<file path="config.mk">
export PLATFORM = sky130hd
export DESIGN_NAME = reg_update_arbiter
export DESIGN_NICKNAME = d
export VERILOG_FILES = /design/src/rtl/reg_update_arbiter.sv
export SDC_FILE = /design/constraint.sdc
export NUM_CORES = 1
export LEC_CHECK = 0
export ABC_AREA = 1
export BUFFER_PORTS_ARGS = -buffer_cell sky130_fd_sc_hd__buf_4
export CORE_MARGIN = 2
export CORE_UTILIZATION = 54
export CTS_CLUSTER_DIAMETER = 80
export DETAILED_ROUTE_END_ITERATION = 8
export PLACE_DENSITY = 0.89
export SETUP_SLACK_MARGIN = 0.02
export SYNTH_ARGS = -nofsm -noshare
export SYNTH_HDL_FRONTEND = slang
export SYNTH_SLANG_ARGS = --single-unit
export TNS_END_PERCENT = 100
</file>
<file path="constraint.sdc">
create_clock -name clk -period 7.4 [get_ports clk]
set_input_delay 1.11 -clock clk [delete_from_list [all_inputs] [get_ports clk]]
set_output_delay 1.11 -clock clk [all_outputs]
set_load 0.02 [all_outputs]
</file>
<file path="src/rtl/reg_update_arbiter.sv">
// reg_update_arbiter: round-robin arbiter in front of a shared counter register.
// Each cycle at most one requester wins; its inc/dec/load/clear op is applied to
// count at the same edge, and a registered response reports the new value.
// Optional feature macro: SATURATE_EN (inc/dec clamp at the range limits and
// pulse sat_flag). Without it, arithmetic wraps and sat_flag is tied low.
module reg_update_arbiter #(
  parameter int               NREQ  = 4,
  parameter int               WIDTH = 32,
  parameter logic [WIDTH-1:0] INIT  = '0
) (
  input  logic                    clk,
  input  logic                    reset,
  input  logic [NREQ-1:0]         req_valid,
  input  logic [2*NREQ-1:0]       req_op,
  input  logic [WIDTH*NREQ-1:0]   req_data,
  output logic [NREQ-1:0]         req_ready,
  output logic                    resp_valid,
  output logic [2:0]              resp_id,
  output logic [WIDTH-1:0]        resp_value,
  output logic [WIDTH-1:0]        count,
  output logic                    sat_flag
);

  localparam logic [1:0] OP_INC   = 2'b00;
  localparam logic [1:0] OP_DEC   = 2'b01;
  localparam logic [1:0] OP_LOAD  = 2'b10;
  localparam logic [1:0] OP_CLEAR = 2'b11;

  logic [2:0]       ptr;
  logic [2:0]       ptr_next;
  logic [2:0]       gnt_idx;
  logic             gnt_any;
  logic             accept;
  logic [1:0]       sel_op;
  logic [WIDTH-1:0] sel_data;
  logic [WIDTH-1:0] count_next;
`ifdef SATURATE_EN
  logic             clamp;
`endif

  // Round-robin pick: first valid at or above ptr, otherwise the lowest valid
  // index below ptr (the wrap-around part of the scan).
  always_comb begin
    gnt_any = 1'b0;
    gnt_idx = 3'd0;
    for (int j = 0; j < NREQ; j++) begin
      if (!gnt_any && req_valid[j] && (3'(j) >= ptr)) begin
        gnt_any = 1'b1;
        gnt_idx = 3'(j);
      end
    end
    for (int j = 0; j < NREQ; j++) begin
      if (!gnt_any && req_valid[j]) begin
        gnt_any = 1'b1;
        gnt_idx = 3'(j);
      end
    end
  end

  assign accept   = gnt_any && !reset;
  assign ptr_next = (gnt_idx == 3'(NREQ - 1)) ? 3'd0 : gnt_idx + 3'd1;

  // Grant vector and winner's op/data mux; grant is suppressed during reset.
  always_comb begin
    req_ready = '0;
    sel_op    = OP_INC;
    sel_data  = '0;
    for (int j = 0; j < NREQ; j++) begin
      if (gnt_idx == 3'(j)) begin
        req_ready[j] = accept;
        sel_op       = req_op[2*j +: 2];
        sel_data     = req_data[WIDTH*j +: WIDTH];
      end
    end
  end

  // Value the counter takes if the winner's op is applied this cycle.
  always_comb begin
    count_next = count;
`ifdef SATURATE_EN
    clamp = 1'b0;
`endif
    case (sel_op)
      OP_INC: begin
`ifdef SATURATE_EN
        if (&count) clamp = 1'b1;
        else        count_next = count + WIDTH'(1);
`else
        count_next = count + WIDTH'(1);
`endif
      end
      OP_DEC: begin
`ifdef SATURATE_EN
        if (count == '0) clamp = 1'b1;
        else             count_next = count - WIDTH'(1);
`else
        count_next = count - WIDTH'(1);
`endif
      end
      OP_LOAD:  count_next = sel_data;
      OP_CLEAR: count_next = '0;
      default:  count_next = count;
    endcase
  end

  // Counter, priority pointer and registered response.
  always_ff @(posedge clk) begin
    if (reset) begin
      count      <= INIT;
      ptr        <= 3'd0;
      resp_valid <= 1'b0;
      resp_id    <= 3'd0;
      resp_value <= INIT;
    end else begin
      resp_valid <= accept;
      if (accept) begin
        count      <= count_next;
        ptr        <= ptr_next;
        resp_id    <= gnt_idx;
        resp_value <= count_next;
      end
    end
  end

`ifdef SATURATE_EN
  // Clamp indicator, aligned with resp_valid of the clamped op.
  always_ff @(posedge clk) begin
    if (reset) sat_flag <= 1'b0;
    else       sat_flag <= accept && clamp;
  end
`else
  assign sat_flag = 1'b0;
`endif

endmodule

</file>
==> metrics.md <==
| Metric | Value |
|---|---|
| Result of the run | complete, no violations |
| Maximum single-stage delay on the critical path | 670 ps |
| TritonCTS Sinks | 37 |
| Number of synthesized flops with an enable pin | 0 |
| Final sum of negative setup slack | 0 ps |
| Number of search-and-repair iterations in the first detailed-routing pass | 5 |
| Drt drc | 0 |
| Final cell count without fillers | 1218 |
| Number of distinct library cells after synthesis | 41 |
| Worst Path Class, Setup | primary input to flip-flop |
| Ys flop type | sky130_fd_sc_hd__dfxtp_1 |
| Post-synth top cells | 274 x sky130_fd_sc_hd__nand2_1, 100 x sky130_fd_sc_hd__a21oi_1, 90 x sky130_fd_sc_hd__inv_1 |
| Antenna violations before repair | 0 |
| Cell type with the highest occurrence count on the critical path | sky130_fd_sc_hd__nand2_1 |
| Hold Crit Start | resp_id[0] |
| CTS tree | built |
| FF-to-FF path depth | 27 |
| Top cell type by total area after synthesis | sky130_fd_sc_hd__nand2_1 |
| Overall power | 0.002386 W |
| Global routing usage on met2 | 61.13% |
| Number of port buffers | 212 |
| Max transition margin | 39.26% |
| Cell at the slowest stage of the critical path | sky130_fd_sc_hd__ha_1 |
| Number of max-slew violations in the final report | 0 |
| Cell area reported after detailed placement | 6481 um2 |
| Number of setup buffers added after CTS | 0 |
| Pin count of the biggest net entering global routing | 55 |
| Post-detail-place hpwl | 14360 um |
| Gate count after technology mapping | 940 |
| Count of endpoints failing setup in the final report | 0 |
| Post-route minimum period | 5887 ps |
| Startpoint class of the critical path | primary input |
| Fraction of layout cells with a size suffix above 1 | 23.42% |
| Vertical extent of the die | 101.6 um |
| Data arrival time of the critical path | 6130 ps |
| Synthesized flop and latch total | 37 |
| Antenna Cells | 0 |
| Peak-usage layer in the global routing report | met2 |
| Sequential-to-total area share from yosys stat | 14.40% |
| Register-to-register setup slack | 2070 ps |
| Gates resized, CTS repair | 0 |
| Routed length per placed instance | 15.37 um |
| Synth top area share | 20.00% |
| Final non-filler cell area | 6578 um2 |
| Initial drt markers | 546 |
| Final Net Count | 1236 |
| Unrepaired setup endpoints after global routing | no |
| CTS Hold Buffers Added | 0 |
| Placed insts | 1210 |
| Highest clock rate | 169.9 MHz |
| Count of cells along the worst hold path | 2 |
| Power density cells | 362.7 nW/um2 |
| CTS buffer count | 5 |
| Met1 track utilization from global routing | 43.27% |
| Final standard cell utilization of the core | 71.18% |
| Global-route wire length before repair | 29550 um |
| Placeable core region | 9240 um2 |
| Leak pwr | 3.445 nW |
| Largest vdd supply drop | 197.8 uV |
| Portion of the clock cycle consumed by the worst path in the final layout | 79.55% |
| Crit. End Element | flip-flop |
| Effective utilization at floorplan | 55.67% |
| Data required, critical path | 7640 ps |
| Ranking of synthesized cells by area | sky130_fd_sc_hd__nand2_1 20%, sky130_fd_sc_hd__dfxtp_1 14%, sky130_fd_sc_hd__a21oi_1 9.7%, sky130_fd_sc_hd__nand3_1 8.1%, sky130_fd_sc_hd__inv_1 6.6% |
| Cell area after synthesis | 5144 um2 |
| Final hold violation count | 0 |
| Gr usage total | 35.52% |
| Warnings, synthesis | 0 |
| Width of the die | 101.6 um |
| Classification of the worst-slack hold path | flip-flop to flip-flop |
| Final-layout fill cell count | 877 |
| Worst skew pair latency | 310 ps |
| Area growth syn-to-layout | 27.88% |
| Number of levels in the clock H-tree | 2 |
| Clk slew on worst S/H paths | 80 ps |
| Final estimated routing congestion in global placement | 1.021 |
| Worst-case clock buffer depth | 2 |
| Met3 Usage GRT | 5.038% |
| Detail-routed via count per cell | 5.764 |
| Synth async-reset ratio | 0% |
| Highest fanout seen on the critical path | 44 |
| Total vias in the final route | 7020 |
| Buffer cell driving the clock tree root | sky130_fd_sc_hd__clkbuf_8 |
| Launch point of the worst reg-to-reg path | ptr[1] |
| Remaining global-route overflow | 0 |
| Transition time of the tightest slew-check pin | 908.9 ps |
| Final worst clock skew | 5.735 ps |
| Maximum Capacitance Violations | 0 |
| # rows | 35 |
| Post-synthesis area per instance | 5.472 um2 |
| Hold EP | resp_id[0] |
| Number of nets with antenna violations after routing | 0 |
| Worst setup path startpoint | req_valid[0] |
| Top-Level Pins | 215 |
| Area enclosed by the die boundary | 10320 um2 |
| Worst R2R End | count[31] |
| Dominant cell by count in the synthesized netlist | sky130_fd_sc_hd__nand2_1 |
| Vias in the first global route | 6249 |
| Total Routed Length | 18720 um |
==> placed cells by master (no fill, tap or decap), types with 2 or more instances in the layout <==
cell	synthesis	routed
sky130_fd_sc_hd__ha_1	6	6
sky130_fd_sc_hd__conb_1	1	2
sky130_fd_sc_hd__buf_4	35	220
sky130_fd_sc_hd__inv_4	2	2
sky130_fd_sc_hd__o311ai_0	2	2
sky130_fd_sc_hd__o211ai_1	27	27
sky130_fd_sc_hd__clkbuf_8	0	6
sky130_fd_sc_hd__a211oi_1	4	4
sky130_fd_sc_hd__o21ai_1	4	4
sky130_fd_sc_hd__nand3_1	83	83
sky130_fd_sc_hd__xnor2_1	2	2
sky130_fd_sc_hd__o221ai_1	4	4
sky130_fd_sc_hd__inv_1	90	90
sky130_fd_sc_hd__o21ai_0	52	52
sky130_fd_sc_hd__nand2_2	7	7
sky130_fd_sc_hd__nor3_1	4	4
sky130_fd_sc_hd__inv_2	2	2
sky130_fd_sc_hd__and2_1	8	8
sky130_fd_sc_hd__nand3b_1	11	11
sky130_fd_sc_hd__nor2_2	11	11
sky130_fd_sc_hd__o41ai_1	22	22
sky130_fd_sc_hd__a21oi_1	100	100
sky130_fd_sc_hd__a31oi_1	7	7
sky130_fd_sc_hd__dfxtp_1	37	37
sky130_fd_sc_hd__a22o_1	2	2
sky130_fd_sc_hd__xor2_1	5	5
sky130_fd_sc_hd__nand2_1	274	274
sky130_fd_sc_hd__nand2_4	2	2
sky130_fd_sc_hd__nor2_1	82	82
==> critical path, delay by kind of cell <==
family,cells,cell delay [ps]
AOI/OAI and AO/OA,3,480
adders and majority gates,2,1020
buffers and inverters,7,1470
and+or+nand+nor,17,2010
==> per-stage QoR <==
stage / setup WS, ps / hold slack [ps]
2_1_floorplan: 2956 / 502.5
3_3_place_gp: 1480 / 442.2
3_5_place_dp: 1338 / 450.1
4_1_cts: 1639 / 463.9
5_1_grt: 965.4 / 476.8
6_report: 1513 / 461.4
==> registers in the layout (all words and copies together), names as in the netlist <==
signal / flops
resp_valid: 1
resp_id: 2
ptr: 2
count: 32
==> area by class of cell <==
type	instances	area, um2	area share, %
flip-flops and latches	37	740.7	11.26
multi-input cells	729	3566	54.21
repair buffers	220	1652	25.11
clock inverters	2	13.76	0.2092
inverters	95	361.6	5.497
well taps	129	161.4	2.454
clock buffers	6	82.58	1.255
==> report_power, final <==
part	total (W)	switching (W)	internal [W]	leakage (nW)
combinational	0.00181	0.00117	0.000643	3.09
sequential	0.000412	0.000147	0.000265	0.309
clock	0.000161	0.0000850	0.0000757	0.0512
==> cell families (layout without fill, tap and decap cells) <==
logic type / count (synthesis) / in the layout / share of synthesized area [%]
simple gates: 484 / 484 / 39.89
compound gates: 230 / 230 / 26.64
buf+inv: 175 / 323 / 16.35
flops: 37 / 37 / 14.40
xor+xnor: 7 / 7 / 1.192
fa+ha+maj: 6 / 6 / 1.459
other cells: 1 / 2 / 0.07290
==> worst max-delay path by stage <==
stage | to | cells past startpoint
final | count[31] | 29
after detailed placement | count[31] | 29
after global placement | count[31] | 29
after CTS | count[31] | 29
after floorplan | count[26] | 32
after global routing | count[28] | 29
==> routing by layer <==
layer  up-vias  share of wire, %  wire [um]
li1       3403                 -          -
met1      3123                38       7178
met2       419                48       9002
met3        75               9.0       1690
met4         0               4.5        845
met5         -                 0          0
(Power assumes the default switching activity.)
